File: src/rtl/regfile_write_arbiter_pkg.sv
// Shared types and constants for the register-file write arbiter.
// Covers the FSM states, the default widths and the encoding of the last-grant flag.
package regfile_write_arbiter_pkg;

    localparam int RN_DEF = 5;
    localparam int N_DEF  = 32;

    typedef enum logic {
        INIT = 1'b0,
        RUN  = 1'b1
    } state_t;

    // Encoding of the last_grant flag: which requester won the last transfer.
    localparam logic GNT_REQ0 = 1'b0;
    localparam logic GNT_REQ1 = 1'b1;

endpackage

File: src/rtl/regfile_write_arbiter_rr.sv
// Two-way round-robin selector producing a one-hot grant.
// Under contention it picks the requester that did not win last.
module rr_arbiter2
    import regfile_write_arbiter_pkg::*;
(
    input  logic [1:0] valid,
    input  logic       last_grant,
    output logic [1:0] grant
);

    assign grant[0] = valid[0] & (~valid[1] | (last_grant == GNT_REQ1));
    assign grant[1] = valid[1] & (~valid[0] | (last_grant == GNT_REQ0));

endmodule

File: src/rtl/regfile_write_arbiter.sv
// Owns the register-file write port: clears registers 1..2^RN-1 after reset,
// then arbitrates two write requesters round-robin with a registered output stage.
module regfile_write_arbiter
    import regfile_write_arbiter_pkg::*;
#(
    parameter int RN = RN_DEF,
    parameter int N  = N_DEF
) (
    input  logic          clk,
    input  logic          rst,
    input  logic          req0_valid,
    input  logic [RN-1:0] req0_addr,
    input  logic [N-1:0]  req0_data,
    output logic          req0_ready,
    input  logic          req1_valid,
    input  logic [RN-1:0] req1_addr,
    input  logic [N-1:0]  req1_data,
    output logic          req1_ready,
    output logic          regWrite,
    output logic [RN-1:0] A3,
    output logic [N-1:0]  WD,
    output logic          init_done
);

    state_t        state, state_nxt;
    logic [RN-1:0] idx;
    logic          last_grant;
    logic [1:0]    grant;
    logic [1:0]    ready;
    logic          xfer;
    logic          sweep_last;
    logic [RN-1:0] sel_addr;
    logic [N-1:0]  sel_data;

    rr_arbiter2 u_rr (
        .valid      ({req1_valid, req0_valid}),
        .last_grant (last_grant),
        .grant      (grant)
    );

    assign sweep_last = (idx == {RN{1'b1}});

    always_comb begin
        state_nxt = state;
        ready     = 2'b00;
        case (state)
            INIT: if (sweep_last) state_nxt = RUN;
            RUN:  ready = rst ? 2'b00 : grant;
            default: state_nxt = INIT;
        endcase
    end

    assign req0_ready = ready[0];
    assign req1_ready = ready[1];
    assign xfer       = |ready;
    assign sel_addr   = ready[1] ? req1_addr : req0_addr;
    assign sel_data   = ready[1] ? req1_data : req0_data;

    always_ff @(posedge clk or posedge rst) begin
        if (rst) state <= INIT;
        else     state <= state_nxt;
    end

    always_ff @(posedge clk or posedge rst) begin
        if (rst) begin
            idx        <= RN'(1);
            last_grant <= GNT_REQ1;
            regWrite   <= 1'b0;
            A3         <= '0;
            WD         <= '0;
            init_done  <= 1'b0;
        end else if (state == INIT) begin
            regWrite <= 1'b1;
            A3       <= idx;
            WD       <= '0;
            idx      <= idx + RN'(1);
            if (sweep_last) init_done <= 1'b1;
        end else begin
            // Writes to register 0 still consume a grant but never reach the file.
            regWrite <= xfer && (sel_addr != '0);
            if (xfer) last_grant <= ready[1] ? GNT_REQ1 : GNT_REQ0;
            if (xfer && (sel_addr != '0)) begin
                A3 <= sel_addr;
                WD <= sel_data;
            end
        end
    end

endmodule

File: config.mk
export PLATFORM = sky130hd
export DESIGN_NAME = regfile_write_arbiter
export DESIGN_NICKNAME = d
export VERILOG_FILES = /design/src/rtl/regfile_write_arbiter_pkg.sv /design/src/rtl/regfile_write_arbiter_rr.sv /design/src/rtl/regfile_write_arbiter.sv
export SDC_FILE = /design/constraint.sdc
export NUM_CORES = 1
export LEC_CHECK = 0
export CORE_MARGIN = 5
export CORE_UTILIZATION = 44
export CTS_CLUSTER_SIZE = 14
export DETAILED_ROUTE_END_ITERATION = 8
export MAX_ROUTING_LAYER = met4
export PLACE_DENSITY_LB_ADDON = 0.05
export RECOVER_POWER = 25
export REMOVE_ABC_BUFFERS = 1
export SETUP_SLACK_MARGIN = 0.05
export SLEW_MARGIN = 25
export SYNTH_ARGS = -nofsm -noshare
export SYNTH_HDL_FRONTEND = slang
export SYNTH_SLANG_ARGS = --single-unit
File: constraint.sdc
create_clock -name clk -period 5.4 [get_ports clk]
set_clock_uncertainty 0.15 [all_clocks]
set_input_delay 1.08 -clock clk [delete_from_list [all_inputs] [get_ports clk]]
set_output_delay 1.08 -clock clk [all_outputs]
set_load 0.005 [all_outputs]
---- Word-level counts from Yosys, hierarchy flattened ----
Cells that the tools add are included.
word-level totals
  logic and storage cells ................. 35
  bits in registers ....................... 46
cells by class
  eq/ne operators ......................... 2
  add/sub/neg operators ................... 1
  bitwise logic cells ..................... 8
  multiplexer cells ....................... 12
  reductions and logical operators ........ 5
operators by type and width
  cell                 count
  $mux 32              3
  $mux 5               3
  $add 5x1->5 const B  1
  $eq 5x5->1 const B   1
  $reduce_bool 5->1    1
  $mux 1               4
  $mux 2               2
  $not 1->1            4
  $reduce_and 2->1     2
  $and 1x1->1          2
  $ne 2x1->1 const B   1
  $or 1x1->1           2
  $reduce_or 2->1      1
  $logic_and 1x1->1    1

---- Longest topological paths before layout ----
Gate-level depths: netlist (run 1).
  depth after elaboration ................. 10
  depth in mapped cells ................... 7
  depth with buffers taken out ............ 5

---- Modules after synthesis ----
From an unflattened synthesis (run 1), not the netlist that was laid out.
second synthesis, totals
  cell total of the unflattened synthesis .. 244
  area total of the unflattened synthesis .. 2,297.2 µm²
by module, submodules not included
  module                 sequential area each (µm²)  area each (µm²)  times used  cells an instance
  regfile_write_arbiter  1,153.6                     2,278.4          1           241
  rr_arbiter2            0.0                         18.8             1           3

---- Least setup slack after synthesis (run 1) ----
OpenSTA, ideal clock, no wires.
  path type ............................... input-to-output
  start point ............................. input rst
  end point ............................... output req0_ready
  path buffers ............................ 1
  arrival ................................. 1,671 ps
  setup slack ............................. 2,499 ps
  cell stages on the path ................. 5
  cell sequence ........................... and3b_1 > buf_6 > nand2_8 > inv_2 > nor2_1
on the way
  word-level cells in the longest chain between the ends .. 2
RTL lines
  what             line                         RTL
  start, declared  regfile_write_arbiter.sv:10  input logic rst,
  $mux 2           regfile_write_arbiter.sv:48  RUN: ready = rst ? 2'b00 : grant;
  $mux 2           regfile_write_arbiter.sv:46  case (state)
  end, declared    regfile_write_arbiter.sv:14  output logic req0_ready,
No other way between the ends.

---- Worst setup path in the final report (run 1) ----
  start point ............................. register state
  end point ............................... output req1_ready
on the way
  word-level cells in the longest chain between the ends .. 1
RTL lines
  what                    line                         RTL
  start, declared         regfile_write_arbiter.sv:25  state_t state, state_nxt;
  start signal, assigned  regfile_write_arbiter.sv:61  else state <= state_nxt;
  $mux 2                  regfile_write_arbiter.sv:46
  end, declared           regfile_write_arbiter.sv:18  output logic req1_ready,
No other way between the ends.

==> results.md, run 1 <==
- Top-area cell type share of the netlist area: 0.441
- First-pass GRT wire length: 11.0 mm
- Max Clk Rate: 230 MHz
- Max_slew headroom: -0.348
- CTS Sinks: 46
- Fin worst setup slack: 1.05 ns
- CP Max Fanout: 31
- Hold_buf cts: 0
- Hold crit path type: reg2reg
- Reg clk slew, reported paths: 0.08 ns
- Clock power share: 0.265
- Design Power: 0.963 mW
- Crit-path leading delay family: buffers and inverters
- Num rows: 27
- Total of max-cap violations: 1
- Post-route ant nets: 0
- Worst-margin pin slew: 2.01 ns
- Largest net degree at the start of global routing: 47
- GPL Wtd Cong: 0.969
- Boundary Pins: 119
- Leak: 1.70 nW
- Critical Path End Type: output port
- Number of inserted diodes: 0
- Drt first-iter violations: 98
- Post CTS Setup Buffer Count: 0
- Drt wl/cell: 16.8 um
- Final WL: 6.78 mm
- Vias: 2,176
- Core footprint: 5510 um^2
- Power Internal: 0.714 mW
- Fin util: 0.691
- Startpoint types: flip-flop
- Final Hold Violating Endpoints: 0
- Vias in the first global route: 2,225
- Max-slew violation count: 47
- RSZ-0062 raised after global routing: no
- VDD IR-drop max: 0.132 mV
- Worst setup path category: reg2out
- Crit path time final: 4.35 ns
- Post-place setup slack: 1.17 ns
- Initial Utilization: 0.454
- Fin crit share: 0.806
- Detailed Routing Iterations Pass 1: 4
- Post-cts sizing count: 0
- Clk_lat worst skew: 0.30 ns
- Critical Path RT: 4.17 ns
- Seq pwr share: 0.438
- Setup TNS Final: 0 ns
- DIE AREA: 7280 um^2
- Total CTS buffers: 5
- Total GRT Usage: 0.196
- Post-synth top area cell: dfrtp_1
- Top post-synthesis cells by area: dfrtp_1, mux2i_1, a221o_1
- Die Y: 85.3 um
- Worst Path Buf+Inv: 3
- Seq/Total Area, Yosys: 0.462
- Slowest Stage Delay on Critical Path: 1.00 ns
- Synth-to-Final Area Change: 52.5%
- H-Tree Depth: 2
- Critical path's slowest cell: clkbuf_1
- CTS Buffer Depth: 2
- Sw Share: 0.258
- Critical path cell sequence: clkbuf_1 > and3b_1 > nand2_8 > inv_2 > clkdlybuf4s50_1
- Sw power: 0.249 mW
- Arrival @ worst endpoint: 3.12 ns
- DRC errors left: 0
- Post-synthesis async set-or-reset flop share: 1.00
- Layout cells sized above 1: 0.0843
- Final setup viols: 0
- CTS Root Cell: clkbuf_8
- Post-DP HPWL: 5.19 mm
- Global route overflow: 0
- Number of synthesized flops with an enable pin: 0
- Cells after Synth: 215
- Die width: 85.3 um
- Cell Area, Synth: 2500 um^2
- CTS tree: yes
- Yosys reg bits: 46
- Failing checks: capacitance limit, slew limit
- Number of vias per cell: 5.39
- Synthesized area per cell: 11.6 um^2
- Top_reg_cell synth: dfrtp_1
- Post-synth cell types: 49
- Pwr dens: 253 nW/um^2
- Initial antenna violation count: 0
- YS warnings: 0
- Nets: 411
- Fillers: 423
- Status: complete, but fails checks
- Combinational share of power: 0.298
- IO buf count: 118
-- flip-flops by register name (all words and copies together), names as in the netlist --
register	count
WD	32
A3	5
idx	5
init_done	1
last_grant	1
regWrite	1
state	1
-- worst register-to-register path: cells and delay by family (launching register included) --
family | cells | cell delay, ns
buf+inv | 2 | 1.52
compound gates | 2 | 1.27
flops | 1 | 0.33
-- cell usage after synthesis (2+ instances only) --
| master | instances |
|---|---|
| buf_4 | 2 |
| or2_2 | 2 |
| nor4_1 | 3 |
| and3_1 | 2 |
| inv_2 | 2 |
| mux2_2 | 2 |
| a21o_1 | 2 |
| a311oi_1 | 2 |
| dfrtp_1 | 44 |
| a21oi_1 | 4 |
| buf_6 | 4 |
| nor2_1 | 7 |
| xnor2_1 | 3 |
| a211oi_1 | 2 |
| mux2i_1 | 32 |
| dfstp_2 | 2 |
| o21ai_0 | 6 |
| a2111oi_0 | 2 |
| and2_1 | 18 |
| nand3_1 | 3 |
| a221o_1 | 18 |
| clkbuf_1 | 3 |
| o311ai_1 | 2 |
| nand2_1 | 18 |
| ha_1 | 2 |
| inv_1 | 5 |
-- power by group through the flow --
| stage | Combinational (mW) | Clock, mW | Sequential [mW] |
|---|---|---|---|
| finish | 0.287 | 0.255 | 0.421 |
| global route | 0.311 | 0.274 | 0.429 |
| CTS | 0.292 | 0.260 | 0.422 |
| detailed placement | 0.292 | 0 | 0.427 |
| global placement | 0.287 | 0 | 0.426 |
| floorplan | 0.102 | 0 | 0.428 |
-- stage by stage --
step	instances	instance area [um^2]	hold WS, ns
final	404	3810	0.311
after global routing	404	3810	0.351
after CTS	404	3810	0.321
after detailed placement	396	3700	0.297
after global placement	396	3700	0.290
after floorplan	205	2420	0.301
-- cells by family after synthesis --
family / after synthesis / share of synthesized area
compound gates: 47 / 0.174
xor+xnor: 3 / 0.0105
fa+ha+maj: 2 / 0.0100
buf+inv: 17 / 0.0411
flops: 46 / 0.462
mux: 34 / 0.137
simple gates: 66 / 0.165
-- worst paths after layout --
check | from | to | slack (ns) | depth (start not counted)
setup / recovery | state | req1_ready | 1.05 | 5
setup reg to reg | state | WD[29] | 2.06 | 4
min in group asynchronous | rst | WD[21] | 1.68 | 2
hold reg to reg | init_done | init_done | 0.31 | 1
hold / removal | init_done | init_done | 0.31 | 1
max in group asynchronous | rst | WD[22] | 2.50 | 2
-- cells in the final DEF, fill, tap and decap left out, drive strengths merged, types with 3 or more instances in the layout --
cell type | Yosys | layout
clkdlybuf4s50 | 0 | 117
dfrtp | 44 | 44
mux2i | 32 | 32
nand2 | 20 | 20
and2 | 19 | 19
a221o | 18 | 18
nor2 | 7 | 7
o21ai | 7 | 7
clkbuf | 3 | 7
inv | 7 | 6
a21oi | 4 | 4
nor4 | 4 | 4
nand3 | 4 | 4
xnor2 | 3 | 3
a211oi | 3 | 3
a2111oi | 3 | 3
-- layout make-up --
type	instances	area [um^2]	area share
Clock inverter	2	37.5	0.00986
Clock buffer	6	72.6	0.0191
Multi-Input combinational cell	152	1240	0.326
Sequential cell	46	1150	0.303
Inverter	7	27.5	0.00723
Tap cell	72	90.1	0.0237
Timing Repair Buffer	119	1180	0.311
-- metal layers --
| metal | part of all wire | up-vias | GRT usage |
|---|---|---|---|
| met3 | 0.078 | 16 | 0.0534 |
| li1 | - | 1033 | - |
| met2 | 0.50 | 89 | 0.328 |
| met4 | 0.023 | 0 | 0.0691 |
| met5 | 0 | - | - |
| met1 | 0.40 | 1038 | 0.224 |
No activity file was read; power rests on OpenSTA's default activity.
==> run 2, diff against run 1 <==
Settings changed: CORE_UTILIZATION 44 to 37.
Clock period 5.4 ns to 3.8 ns, I/O delays scaled along.
==> results.md, run 2 (synthesis results as in run 1) <==
- Number of inserted diodes: 0 (unchanged)
- Combinational share of power: 0.282 (was 0.298)
- RSZ-0062 raised after global routing: no (unchanged)
- Critical Path RT: 2.89 ns (was 4.17 ns)
- Critical Path End Type: output port (unchanged)
- Clk_lat worst skew: 0.30 ns (about the same)
- CTS tree: yes (unchanged)
- CTS Sinks: 46 (unchanged)
- Initial Utilization: 0.374 (was 0.454)
- H-Tree Depth: 2 (unchanged)
- CTS Buffer Depth: 2 (unchanged)
- Post-cts sizing count: 0 (unchanged)
- Initial antenna violation count: 0 (unchanged)
- Total GRT Usage: 0.172 (was 0.196)
- Nets: 415 (was 411)
- Status: finished clean (was complete, but fails checks)
- Drt first-iter violations: 101 (was 98)
- Boundary Pins: 119 (unchanged)
- Total of max-cap violations: 0 (was 1)
- Arrival @ worst endpoint: 2.52 ns (was 3.12 ns)
- Reg clk slew, reported paths: 0.09 ns (was 0.08 ns)
- Global route overflow: 0 (unchanged)
- Design Power: 1.46 mW (was 0.963 mW)
- Post-route ant nets: 0 (unchanged)
- Total CTS buffers: 5 (unchanged)
- Max-slew violation count: 0 (was 47)
- Die width: 92.2 um (was 85.3 um)
- Sw Share: 0.247 (was 0.258)
- Vias: 2,128 (was 2,176)
- IO buf count: 118 (unchanged)
- Fillers: 614 (was 423)
- DRC errors left: 0 (unchanged)
- GPL Wtd Cong: 0.869 (was 0.969)
- CTS Root Cell: clkbuf_8 (unchanged)
- Commonest non-fill, non-tap cells in the layout: clkdlybuf4s50_1, dfrtp_1, mux2i_1 (unchanged)
- Final Hold Violating Endpoints: 0 (unchanged)
- Largest registers: WD x32, A3 x5, idx x5 (unchanged)
- Layout cells sized above 1: 0.0923 (was 0.0843)
- Max_slew headroom: 0.219 (was -0.348)
- Crit path time final: 3.43 ns
- Startpoint types: input pin (was flip-flop)
- DIE AREA: 8490 um^2 (was 7280 um^2)
- Seq pwr share: 0.409 (was 0.438)
- Detailed Routing Iterations Pass 1: 4 (unchanged)
- Synth-to-Final Area Change: 55.2% (was 52.5%)
- VDD IR-drop max: 0.151 mV (was 0.132 mV)
- Power Internal: 1.10 mW (was 0.714 mW)
- Post CTS Setup Buffer Count: 0 (unchanged)
- Hold_buf cts: 0 (unchanged)
- First-pass GRT wire length: 11.2 mm (was 11.0 mm)
- Vias in the first global route: 2,226 (was 2,225)
- Multi-input gate area: 1240 um^2 (unchanged)
- Die Y: 92.2 um (was 85.3 um)
- Drt wl/cell: 16.7 um (was 16.8 um)
- Final setup viols: 0 (unchanged)
- Leak: 1.75 nW (was 1.70 nW)
- Hold crit path type: reg2reg (unchanged)
- Largest net degree at the start of global routing: 29 (was 47)
- Storage cell area: 1150 um^2 (unchanged)
- Pwr dens: 377 nW/um^2 (was 253 nW/um^2)
- Top reg by flops: WD (unchanged)
- Number of vias per cell: 5.12 (was 5.39)
- Worst setup path category: in2out (was reg2out)
- Fin crit share: 0.904
- Sw power: 0.361 mW (was 0.249 mW)
- Number of flip-flops under the largest register name: 32 (unchanged)
- Worst-margin pin slew: 1.17 ns (was 2.01 ns)
- Post-DP HPWL: 5.22 mm (was 5.19 mm)
- Final WL: 6.96 mm (was 6.78 mm)
- CP Max Fanout: 19 (was 31)
- Num rows: 30 (was 27)
- Clock power share: 0.309 (was 0.265)
- Max Clk Rate: 291 MHz
- Setup TNS Final: 0 ns (unchanged)
- Most common cell after layout, fill and taps aside: clkdlybuf4s50_1 (unchanged)
- Core footprint: 6680 um^2 (was 5510 um^2)
[run 2: changes by cell type in the layout (fill, tap and decap cells not counted)]
cell,delta
clkinvlp_2,-1
clkbuf_8,+1
clkinvlp_4,-1
bufinv_16,+1
inv_1,+1
buf_4,+3
[run 2: through the flow]
stage / std cells / util / instance area [um^2] / setup slack (ns) / hold slack, ns
final: 416 / 0.580 / 3870 / 0.366 / 0.319
after floorplan: 205 / - / 2420 / 1.25 / 0.301
after detailed placement: 408 / 0.560 / 3740 / 0.398 / 0.301
after CTS: 416 / 0.581 / 3880 / 0.392 / 0.323
after global routing: 416 / 0.580 / 3870 / 0.188 / 0.347
after global placement: 408 / 0.560 / 3740 / 0.419 / 0.288
[run 2: critical path: stages]
cell and delay (ns):
dlygate4sd3_1 0.58, and3b_1 0.35, nand2_8 0.17, inv_2 0.15, nor2_1 0.05, clkdlybuf4s50_1 0.46
[run 2: routing by layer]
metal  track usage  wire length (um)
met2         0.260              3180
met3        0.0558               548
met1         0.221              3140
met5             -                 0
met4        0.0458                93
[run 2: area by class of cell]
cell class	count	area share
clock inverter	2	0.0155
sequential	46	0.298
timing repair buffer	123	0.313
tap	80	0.0258
multi-input combinational	152	0.320
clock buffer	6	0.0213
inverter	7	0.00678
[run 2: power by group through the flow]
| stage | logic (mW) | clock network [mW] | registers [mW] |
|---|---|---|---|
| floorplan | 0.146 | 0 | 0.609 |
| global placement | 0.419 | 0 | 0.605 |
| detailed placement | 0.420 | 0 | 0.605 |
| CTS | 0.421 | 0.460 | 0.598 |
| global route | 0.448 | 0.482 | 0.608 |
| finish | 0.412 | 0.452 | 0.598 |
[run 2: worst paths after layout]
kind,from,endpoint,slack [ns],cells past startpoint
setup / recovery,rst,req0_ready,0.37,6
hold / removal,init_done,init_done,0.32,1
setup reg to reg,state,WD[20],0.49,4
hold reg to reg,init_done,init_done,0.32,1
max in group asynchronous,rst,WD[5],1.36,3
min in group asynchronous,rst,WD[14],1.08,2
==> run 3, diff against run 2 <==
Settings changed: MAX_ROUTING_LAYER met4 to unset.
==> results.md, run 3 (synthesis results as in run 1) <==
- Status: finished clean (unchanged)
- Layout cells sized above 1: 0.0863 (was 0.0923)
- Leak: 1.72 nW (was 1.75 nW)
- Max Clk Rate: 291 MHz (about the same)
- Fin util: 0.571 (was 0.580)
- R2R Setup Slk: 0.54 ns (was 0.49 ns)
- Synth-to-Final Area Change: 52.8% (was 55.2%)
- Max-slew violation count: 0 (unchanged)
- Reg2reg end: WD[16] (was WD[20])
- Drt wl/cell: 16.7 um (about the same)
- CTS Buffer Depth: 2 (unchanged)
- Hold_buf cts: 0 (unchanged)
- GPL Wtd Cong: 0.864 (was 0.869)
- Pwr dens: 339 nW/um^2 (was 377 nW/um^2)
- Reg clk slew, reported paths: 0.08 ns (was 0.09 ns)
- Worst setup path end: req1_ready (was req0_ready)
- Initial antenna violation count: 0 (unchanged)
- Total of max-cap violations: 0 (unchanged)
- Fin worst setup slack: 0.366 ns (about the same)
- Number of flip-flops under the largest register name: 32 (unchanged)
- Most common cell after layout, fill and taps aside: clkdlybuf4s50_1 (unchanged)
- Vias: 2,125 (was 2,128)
- Core footprint: 6680 um^2 (unchanged)
- IO buf count: 118 (unchanged)
- Worst setup path category: in2out (unchanged)
- Num rows: 30 (unchanged)
- Detailed Routing Iterations Pass 1: 5 (was 4)
- DRC errors left: 0 (unchanged)
- Final Hold Violating Endpoints: 0 (unchanged)
- Design Power: 1.29 mW (was 1.46 mW)
- Total CTS buffers: 5 (unchanged)
- Origin of the worst setup path: rst (unchanged)
- Clk_lat worst skew: 0.29 ns (was 0.30 ns)
- Largest net degree at the start of global routing: 34 (was 29)
- Arrival @ worst endpoint: 2.52 ns (about the same)
- Die Y: 92.2 um (unchanged)
- H-Tree Depth: 2 (unchanged)
- Worst-margin pin slew: 1.34 ns (was 1.17 ns)
- Die width: 92.2 um (unchanged)
- Routed wl met2: 3.27 mm (was 3.18 mm)
- Max layer used: met4 (unchanged)
- DIE AREA: 8490 um^2 (unchanged)
- VDD IR-drop max: 0.134 mV (was 0.151 mV)
- Hold crit path type: reg2reg (unchanged)
- Initial Utilization: 0.374 (unchanged)
- CTS Root Cell: clkbuf_8 (unchanged)
- Fillers: 629 (was 614)
- Total GRT Usage: 0.166 (was 0.172)
- WL met3: 563 um (was 548 um)
- Drt first-iter violations: 82 (was 101)
- RSZ-0062 raised after global routing: no (unchanged)
- Number of inserted diodes: 0 (unchanged)
- Largest registers: WD x32, A3 x5, idx x5 (unchanged)
- Setup TNS Final: 0 ns (unchanged)
- Crit path time final: 3.43 ns (about the same)
- First-pass GRT wire length: 11.0 mm (was 11.2 mm)
- Critical Path End Type: output port (unchanged)
- Post-cts sizing count: 0 (unchanged)
- Boundary Pins: 119 (unchanged)
- Commonest non-fill, non-tap cells in the layout: clkdlybuf4s50_1, dfrtp_1, mux2i_1 (unchanged)
- Final WL: 6.96 mm (about the same)
- Hold slack final: 0.314 ns (was 0.319 ns)
- Number of vias per cell: 5.11 (was 5.12)
- Top reg by flops: WD (unchanged)
- Worst R2R Path Depth: 4 (unchanged)
- CTS Sinks: 46 (unchanged)
- Global route overflow: 0 (unchanged)
- M1 wire length: 3.05 mm (was 3.14 mm)
- Nets: 415 (unchanged)
- CP Max Fanout: 19 (unchanged)
- Final setup viols: 0 (unchanged)
- Post CTS Setup Buffer Count: 0 (unchanged)
- Fin crit share: 0.904 (about the same)
- Post-DP HPWL: 5.21 mm (was 5.22 mm)
- Vias in the first global route: 2,188 (was 2,226)
- Critical Path RT: 2.89 ns (about the same)
- CTS tree: yes (unchanged)
- R2r startpoint: state (unchanged)
- Max_slew headroom: 0.104 (was 0.219)
- Post-place setup slack: 0.422 ns (was 0.398 ns)
- Startpoint types: input pin (unchanged)
- Post-route ant nets: 0 (unchanged)
[run 3: cell count changes in the layout (fill, tap and decap cells not counted), sizes merged]
cell | previous run | this run
bufinv | 2 | 0
clkbuf | 8 | 9
buf | 3 | 4
[run 3: critical path, cell delays in order]
cell and delay [ns]:
dlygate4sd3_1 0.58, and3b_1 0.36, nand2_8 0.17, inv_2 0.15, clkdlybuf4s50_1 0.51
[run 3: layout make-up]
| type | count | area (um^2) | area share |
|---|---|---|---|
| clock buffer | 8 | 80.1 | 0.0210 |
| sequential | 46 | 1150 | 0.302 |
| timing repair buffer | 123 | 1210 | 0.318 |
| multi-input combinational | 152 | 1240 | 0.325 |
| inverter | 7 | 26.3 | 0.00689 |
| tap | 80 | 100 | 0.0262 |
[run 3: report_power, final]
part | leakage (nW) | internal (mW) | switching [mW]
clock network | 0.0395 | 0.131 | 0.152
logic | 1.13 | 0.262 | 0.151
registers | 0.544 | 0.559 | 0.0383
[run 3: worst min path at each step]
stage | from | endpoint | cells after the start
floorplan | init_done | init_done | 1
global placement | init_done | init_done | 1
detailed placement | init_done | init_done | 1
CTS | init_done | init_done | 1
global route | init_done | init_done | 1
finish | init_done | init_done | 1
[run 3: metrics by stage]
stage	std cells	cell area [um^2]
detailed placement	408	3740
global placement	408	3740
global route	416	3820
finish	416	3820
floorplan	205	2420
CTS	416	3820
[run 3: routing by layer]
layer,up-vias,global-route usage
met4,0,0.0483
met5,-,0
met2,80,0.265
met3,8,0.0533
met1,996,0.215
li1,1041,-
